===== src/rtl/oric_ram_arbiter.sv =====
// Arbiter for port 1 of the Oric main RAM: clear engine, CPU/ULA bus and buffered tape-loader writes.
// All RAM strobes are registered; CPU read data returns two cycles after the request is sampled.
module oric_ram_arbiter #(
  parameter logic [7:0] FILL   = 8'hFF,
  parameter int         FDEPTH = 4
) (
  input  logic        clk_48,
  input  logic        reset,
  input  logic        cpu_cs,
  input  logic        cpu_we,
  input  logic [15:0] cpu_ad,
  input  logic [7:0]  cpu_d,
  output logic [7:0]  cpu_q,
  input  logic        tape_wr,
  input  logic [15:0] tape_addr,
  input  logic [7:0]  tape_dout,
  input  logic        tape_done_in,
  output logic        tape_done_out,
  output logic        tape_full,
  output logic        tape_ovf,
  output logic        clr_busy,
  output logic        mem_ce,
  output logic        mem_we,
  output logic [15:0] mem_a,
  output logic [7:0]  mem_di,
  input  logic [7:0]  mem_do
);

  localparam int AW = $clog2(FDEPTH);
  localparam logic [AW:0]   FULL_CNT = (AW + 1)'(FDEPTH);
  localparam logic [AW:0]   CNT_ONE  = (AW + 1)'(1);
  localparam logic [AW-1:0] PTR_ONE  = AW'(1);

  logic [15:0]   clr_cnt;
  logic [15:0]   fifo_a [FDEPTH];
  logic [7:0]    fifo_d [FDEPTH];
  logic [AW-1:0] wr_ptr, rd_ptr;
  logic [AW:0]   count, count_nxt;

  logic        rep_valid, rep_we;
  logic [15:0] rep_ad;
  logic [7:0]  rep_d;
  logic        rd_s1, rd_s2;

  logic fifo_empty, fifo_full, is_repeat;
  logic gnt_cpu, gnt_tape, gnt_rep, push, pop;

  // A held CPU request is idempotent, so its repeat slots are lent to the tape FIFO.
  always_comb begin
    fifo_empty = (count == '0);
    fifo_full  = (count == FULL_CNT);
    is_repeat  = rep_valid && ({cpu_we, cpu_ad, cpu_d} == {rep_we, rep_ad, rep_d});
    gnt_cpu    = !clr_busy && cpu_cs && !is_repeat;
    gnt_tape   = !clr_busy && !gnt_cpu && !fifo_empty;
    gnt_rep    = !clr_busy && cpu_cs && is_repeat && fifo_empty;
    pop        = gnt_tape;
    push       = tape_wr && (!fifo_full || pop);
    count_nxt  = count;
    if (push && !pop)
      count_nxt = count + CNT_ONE;
    else if (!push && pop)
      count_nxt = count - CNT_ONE;
  end

  always_ff @(posedge clk_48) begin
    if (reset) begin
      mem_ce   <= 1'b0;
      mem_we   <= 1'b0;
      mem_a    <= 16'h0000;
      mem_di   <= 8'h00;
      clr_busy <= 1'b1;
      clr_cnt  <= 16'h0000;
    end else begin
      mem_ce <= 1'b0;
      mem_we <= 1'b0;
      if (clr_busy) begin
        mem_ce  <= 1'b1;
        mem_we  <= 1'b1;
        mem_a   <= clr_cnt;
        mem_di  <= FILL;
        clr_cnt <= clr_cnt + 16'd1;
        if (clr_cnt == 16'hFFFF)
          clr_busy <= 1'b0;
      end else if (gnt_cpu || gnt_rep) begin
        mem_ce <= 1'b1;
        mem_we <= cpu_we;
        mem_a  <= cpu_ad;
        mem_di <= cpu_d;
      end else if (gnt_tape) begin
        mem_ce <= 1'b1;
        mem_we <= 1'b1;
        mem_a  <= fifo_a[rd_ptr];
        mem_di <= fifo_d[rd_ptr];
      end
    end
  end

  always_ff @(posedge clk_48) begin
    if (push) begin
      fifo_a[wr_ptr] <= tape_addr;
      fifo_d[wr_ptr] <= tape_dout;
    end
  end

  always_ff @(posedge clk_48) begin
    if (reset) begin
      wr_ptr        <= '0;
      rd_ptr        <= '0;
      count         <= '0;
      tape_full     <= 1'b0;
      tape_ovf      <= 1'b0;
      tape_done_out <= 1'b0;
    end else begin
      if (push)
        wr_ptr <= wr_ptr + PTR_ONE;
      if (pop)
        rd_ptr <= rd_ptr + PTR_ONE;
      count         <= count_nxt;
      tape_full     <= (count_nxt == FULL_CNT);
      tape_done_out <= tape_done_in && fifo_empty && !gnt_tape;
      if (tape_wr && !push)
        tape_ovf <= 1'b1;
    end
  end

  // A tape write landing on the tracked address makes the next CPU cycle a fresh request.
  always_ff @(posedge clk_48) begin
    if (reset) begin
      rep_valid <= 1'b0;
      rep_we    <= 1'b0;
      rep_ad    <= 16'h0000;
      rep_d     <= 8'h00;
      rd_s1     <= 1'b0;
      rd_s2     <= 1'b0;
      cpu_q     <= FILL;
    end else begin
      if (gnt_cpu) begin
        rep_valid <= 1'b1;
        rep_we    <= cpu_we;
        rep_ad    <= cpu_ad;
        rep_d     <= cpu_d;
      end else if (gnt_tape && fifo_a[rd_ptr] == rep_ad) begin
        rep_valid <= 1'b0;
      end
      rd_s1 <= (gnt_cpu || gnt_rep) && !cpu_we;
      rd_s2 <= rd_s1;
      if (rd_s2)
        cpu_q <= mem_do;
    end
  end

endmodule


===== config.mk =====
export PLATFORM = sky130hd
export DESIGN_NAME = oric_ram_arbiter
export DESIGN_NICKNAME = d
export VERILOG_FILES = /design/src/rtl/oric_ram_arbiter.sv
export SDC_FILE = /design/constraint.sdc
export NUM_CORES = 1
export LEC_CHECK = 0
export BUFFER_PORTS_ARGS = -buffer_cell sky130_fd_sc_hd__buf_2
export CAP_MARGIN = 30
export CORE_MARGIN = 2
export CORE_UTILIZATION = 26
export CTS_CLUSTER_DIAMETER = 150
export CTS_CLUSTER_SIZE = 10
export DETAILED_ROUTE_END_ITERATION = 8
export PLACE_DENSITY = 0.53
export SLEW_MARGIN = 20
export SYNTH_ARGS = -nofsm -noshare
export SYNTH_HDL_FRONTEND = slang
export SYNTH_SLANG_ARGS = --single-unit
export TNS_END_PERCENT = 100

===== constraint.sdc =====
create_clock -name clk_48 -period 4 [get_ports clk_48]
set_input_delay 0 -clock clk_48 [delete_from_list [all_inputs] [get_ports clk_48]]
set_output_delay 0 -clock clk_48 [all_outputs]
set_load 0.02 [all_outputs]

Word level (Yosys, flattened, before mapping)
Memories as Yosys holds them, arrays and structs flattened. A register that Yosys moved wholly into a read port is not among the register bits.
Cells that the tools add are included.
Cells by class
  add/sub/neg operators: 5
  eq/ne operators: 5
  mux-type cells: 23
  reduce and logical (&&, ||, !) cells: 28
Operators by type and width (number)
  $mux 16: 3
  $eq 25x25->1: 1
  $mux 8: 3
  $add 16x1->16 const B: 1
  $eq 16x16->1: 1
  $eq 16x16->1 const B: 1
  $logic_and 1x1->1: 15
  $mux 1: 11
  $logic_not 1->1: 8
  $mux 2: 4
  $eq 3x3->1 const B: 2
  $mux 3: 2
  $add 2x1->2 const B: 2
  $add 3x1->3 const B: 1
  $logic_not 3->1: 1
  $reduce_bool 3->1: 1
  $sub 3x1->3 const B: 1
  $logic_or 1x1->1: 2
  $reduce_bool 2->1: 1
Storage, ports and cells
  flip-flop bits (word level): 89
  bits in writable memories: 96
  bits of input ports: 62
  output and inout port bits: 38
  word-level logic and storage cells: 82
  memories kept: 2
Memory list
  fifo_a: words 4, width 16, read ports 1, clocked after memory_dff 1, wr ports 1, RTL line 35  | logic [15:0] fifo_a [FDEPTH];
  fifo_d: words 4, width 8, read ports 1, clocked after memory_dff 1, wr ports 1, RTL line 36  | logic [7:0] fifo_d [FDEPTH];

Depth between registers and ports, before layout
  word-level depth: 14
  mapped depth: 9
  depth with buffers taken out: 9

Worst setup path after synthesis
OpenSTA, ideal clock, no wires.
  path kind: flip-flop to flip-flop
  start: register count[0]
  end: memory fifo_a[0][0] (enable)
  setup time: 383 ps
  arrival: 2420 ps
  data required time: 3617 ps
  slack: 1198 ps
  cell stages (with the launch flop): 9
  path buffers: 0
  cell sequence: dfxtp_1 > inv_1 > ha_1 > nand2b_2 > nand2b_1 > nor4_1 > a21oi_1 > a21oi_1 > and2_1
On the way
  cells in the longest elaborated chain, start to end: 7
  elaborated cells on any way between the ends: 9
RTL lines
  start, declared: RTL line 38  | logic [AW:0] count, count_nxt;
  start signal, assigned: RTL line 118  | count <= count_nxt;
  $logic_not 3->1: RTL line 50  | fifo_empty = (count == '0);
  $logic_not 1->1: RTL line 54  | gnt_tape = !clr_busy && !gnt_cpu && !fifo_empty;
  $logic_and 1x1->1: RTL line 54
  $logic_or 1x1->1 (*): RTL line 57  | push = tape_wr && (!fifo_full || pop);
  $logic_and 1x1->1 (*): RTL line 57
  $mux 1 (*): RTL line 99  | if (push) begin
  $mux 1 (not written as such) (*): RTL line 100  | fifo_a[wr_ptr] <= tape_addr;
  end, declared: RTL line 35
Every way passes the cells marked *; elsewhere a longest branch is shown, timed or not.

Worst setup path in the final report
  start: register count[0]
  end: memory fifo_a[2][1] (enable)
The elaborated chain is that of the path after synthesis.

==> results.yml <==
run_status:
  status: "finished, final reports clean"
detailed_routing:
  wirelength_um: 19690
  drc: 0
  ant_nets: 0
  vias_per_cell: 4.515
  dr.pass1.iters: 4
  avgRoutedWirePerCell_um: 16.83
  drtIter0Drc: 384
  num_vias: 5283
critical_path:
  crit_start: "count[0]"
  max_stage_delay_ns: 0.48
  cp_max_fo: 24
  start_kind: "flop"
  crit_path_cell_trace: "inv_1, ha_1, nand2b_2, nand2b_1, nor4_1, a21oi_1, a21oi_1, and2_1, buf_4"
  cp_slowest_cell: "a21oi_1"
  rr_startpoint: "count[0]"
  critical_path_class: "reg2reg"
  cp-end-kind: "flop"
  arrival_ns: 3.12
  required_ns: 4.10
  crit_top_cell: "a21oi_1"
power_and_ir_drop:
  irDropWorstVdd_uv: 297.6
  p_per_area_nw_per_um2: 411.2
  leakagePower_uw: 0.003632
timing:
  timing.fmax_ghz: 0.3309
  final.setup_skew_ns: 0.01525
  setup_violations: 0
  post-route-period-util_pct: 75.55
  slew_headroom_pct: 39.97
  tightest_slew_ns: 0.9005
  setup_tns_ns: 0
  min_period_ns: 3.022
  rsz0062_at_grt: "false"
  finalMaxSlewViolations: 0
  hold_viol: 0
global_route:
  grt_pass1_vias: 5212
  gr-total-overflow: 0
  antenna_found_initial: 0
  grt_start_max_net_pins: 50
  grt_usage_pct: 12.88
  grt_pass1_wl_um: 30170
die:
  rows: 63
  dieWidth_um: 178.1
  die_area_um2: 31730
  design.core.area_um2: 29720
  initial_utilization_pct: 26.53
  io_pins: 100
  die_h_um: 178.1
clocking:
  cts_tree: "yes"
  cts_setup_buffers: 0
  clkLatencyLatePin_ns: 0.45
  clk_pin_slew_worst_paths_ns: 0.08
  clockBufferDepth: 2
  ctsRootBufferMaster: "clkbuf_16"
  cts.htree.levels: 4
  hold_buffers: 64
  cts_buffers: 17
  cts-resized-gates: 0
  cts.sink_count: 187
hold_path:
  holdCritPathClass: "in2reg"
  holdCritStartpoint: "cpu_cs"
synth:
  synth-seq-cells: 187
  synth_edf_count: 96
  synth_cell_types: 48
  yosysWarnings: 0
  avgSynthCellArea_um2: 12.94
  synth_fp_nets: 679
  seq_area_frac_synth_pct: 59.68
  synthArstFlopShare_pct: 0
  netlist_area_um2: 7883
  synth_ff_type: "edfxtp_1"
  synthCells: 609
layout:
  syn_to_final_growth_pct: 27.63
  layout_commonest_cell: "buf_2"
  layout_common_cells: "99 x buf_2, 96 x edfxtp_1, 90 x dfxtp_1"
  drive_gt1_share_pct: 21.79
  nets: 837
  final_cells: 1170
  insertedDiodeCount: 0
run:
  drv_cap: 0
placed_design:
  io_buffers: 99
  gp_congestion: 0.7983
  place_hpwl_um: 13830
  dp_cells: 1072
==> metal layers <==
| metal | track usage [%] | vias up | part of all wire, % |
|---|---|---|---|
| met2 | 20.49 | 126 | 46 |
| li1 | - | 2569 | - |
| met3 | 2.579 | 13 | 4.8 |
| met4 | 3.928 | 0 | 1.0 |
| met5 | 0 | - | 0 |
| met1 | 17.66 | 2575 | 48 |
==> final timing paths <==
| kind | end | slack, ns | cells past startpoint |
|---|---|---|---|
| setup / recovery | fifo_a[2][1] | 0.98 | 9 |
| hold / removal | mem_a[0] | 0.07 | 4 |
| setup reg to reg | fifo_a[2][1] | 0.98 | 9 |
| hold reg to reg | rd_s2 | 0.44 | 1 |
==> through the flow <==
stage / instance area [µm²] / hold WS (ns) / total power (µW) / worst slack [ns] / util (%)
after global routing: 10060 / 0.1026 / 4313 / 0.6899 / 33.86
after floorplan: 7883 / 0.07615 / 2298 / 1.198 / -
after detailed placement: 8773 / 0.2111 / 2434 / 0.9688 / 29.52
final: 10060 / 0.07154 / 4137 / 0.9779 / 33.86
after global placement: 8773 / 0.2092 / 2431 / 0.9854 / 29.52
after CTS: 10030 / 0.07218 / 4192 / 0.9331 / 33.74
==> layout make-up <==
| class | count | area, µm² |
|---|---|---|
| clock buffers | 17 | 425.4 |
| clock inverters | 15 | 186.4 |
| fillers | 2966 | 19660 |
| inverters | 16 | 60.06 |
| multi-input cells | 369 | 2942 |
| flip-flops and latches | 187 | 4706 |
| well taps | 390 | 488.0 |
| repair buffers | 176 | 1254 |
==> critical path: cells and delay by family, from the launching register on <==
kind	cells	cell delay, ns
AOI/OAI and AO/OA	2	0.68
DFF	1	0.42
and+or+nand+nor	4	0.86
buffers and inverters	2	0.46
adders and majority gates	1	0.25
==> state kept, by name (all words and copies together) (netlist names), 2 cells and up, named ones only <==
| register | cells |
|---|---|
| rd_ptr | 2 |
| cpu_q | 8 |
| wr_ptr | 2 |
| count | 3 |
| fifo_a | 64 |
| rep_ad | 16 |
| rep_d | 8 |
| clr_cnt | 16 |
| mem_di | 8 |
| fifo_d | 32 |
| mem_a | 16 |
==> kinds of logic (layout without fill, tap and decap cells) <==
logic type               after synthesis  count (layout)  share of synthesized area, %
XOR/XNOR                              57              57                         6.333
multiplexers                          52              52                         10.76
AO/OA/AOI/OAI                         81              81                         7.714
flip-flops                           187             187                         59.68
buffers and inverters                 53             224                         3.381
AND/OR/NAND/NOR                      171             171                         10.86
adder cells (fa/ha/maj)                8               8                         1.270
==> report_power, final <==
part	internal (µW)	switching [µW]	total [µW]	leakage [µW]
sequential	2090	24.6	2110	0.00162
combinational	141	179	320	0.00172
clock	851	855	1710	0.000294
total	3080	1060	4140	0.00363
==> Yosys cell counts (3+ instances only) <==
cell type   n  share of area (%)
buf_4       3               0.29
nor2_1     71                3.4
nand4_1    10               0.79
inv_1      16               0.76
buf_6       4               0.57
and3_1      3               0.24
mux4_1      7                2.3
nor2b_1    10               0.79
xor2_1     26                2.9
dfxtp_1    91                 23
buf_1       3               0.14
and2_1      5               0.40
nor3_1     15               0.95
or3_1       5               0.40
clkbuf_1   21                1.0
ha_1        8                1.3
nor4_1      4               0.32
a21oi_1    17                1.1
a31oi_1     3               0.24
mux2i_1    27                3.4
nand3_1     8               0.51
nand2_1    17               0.81
buf_2       3               0.19
o21ai_0     4               0.25
a211o_1    16                1.8
nor3b_1    18                1.7
edfxtp_1   96                 37
mux4_2     17                4.9
a211oi_1   18                1.7
xnor2_1    31                3.4
a221oi_1   15                1.7
Note: power is estimated with default switching activity, not from simulation.
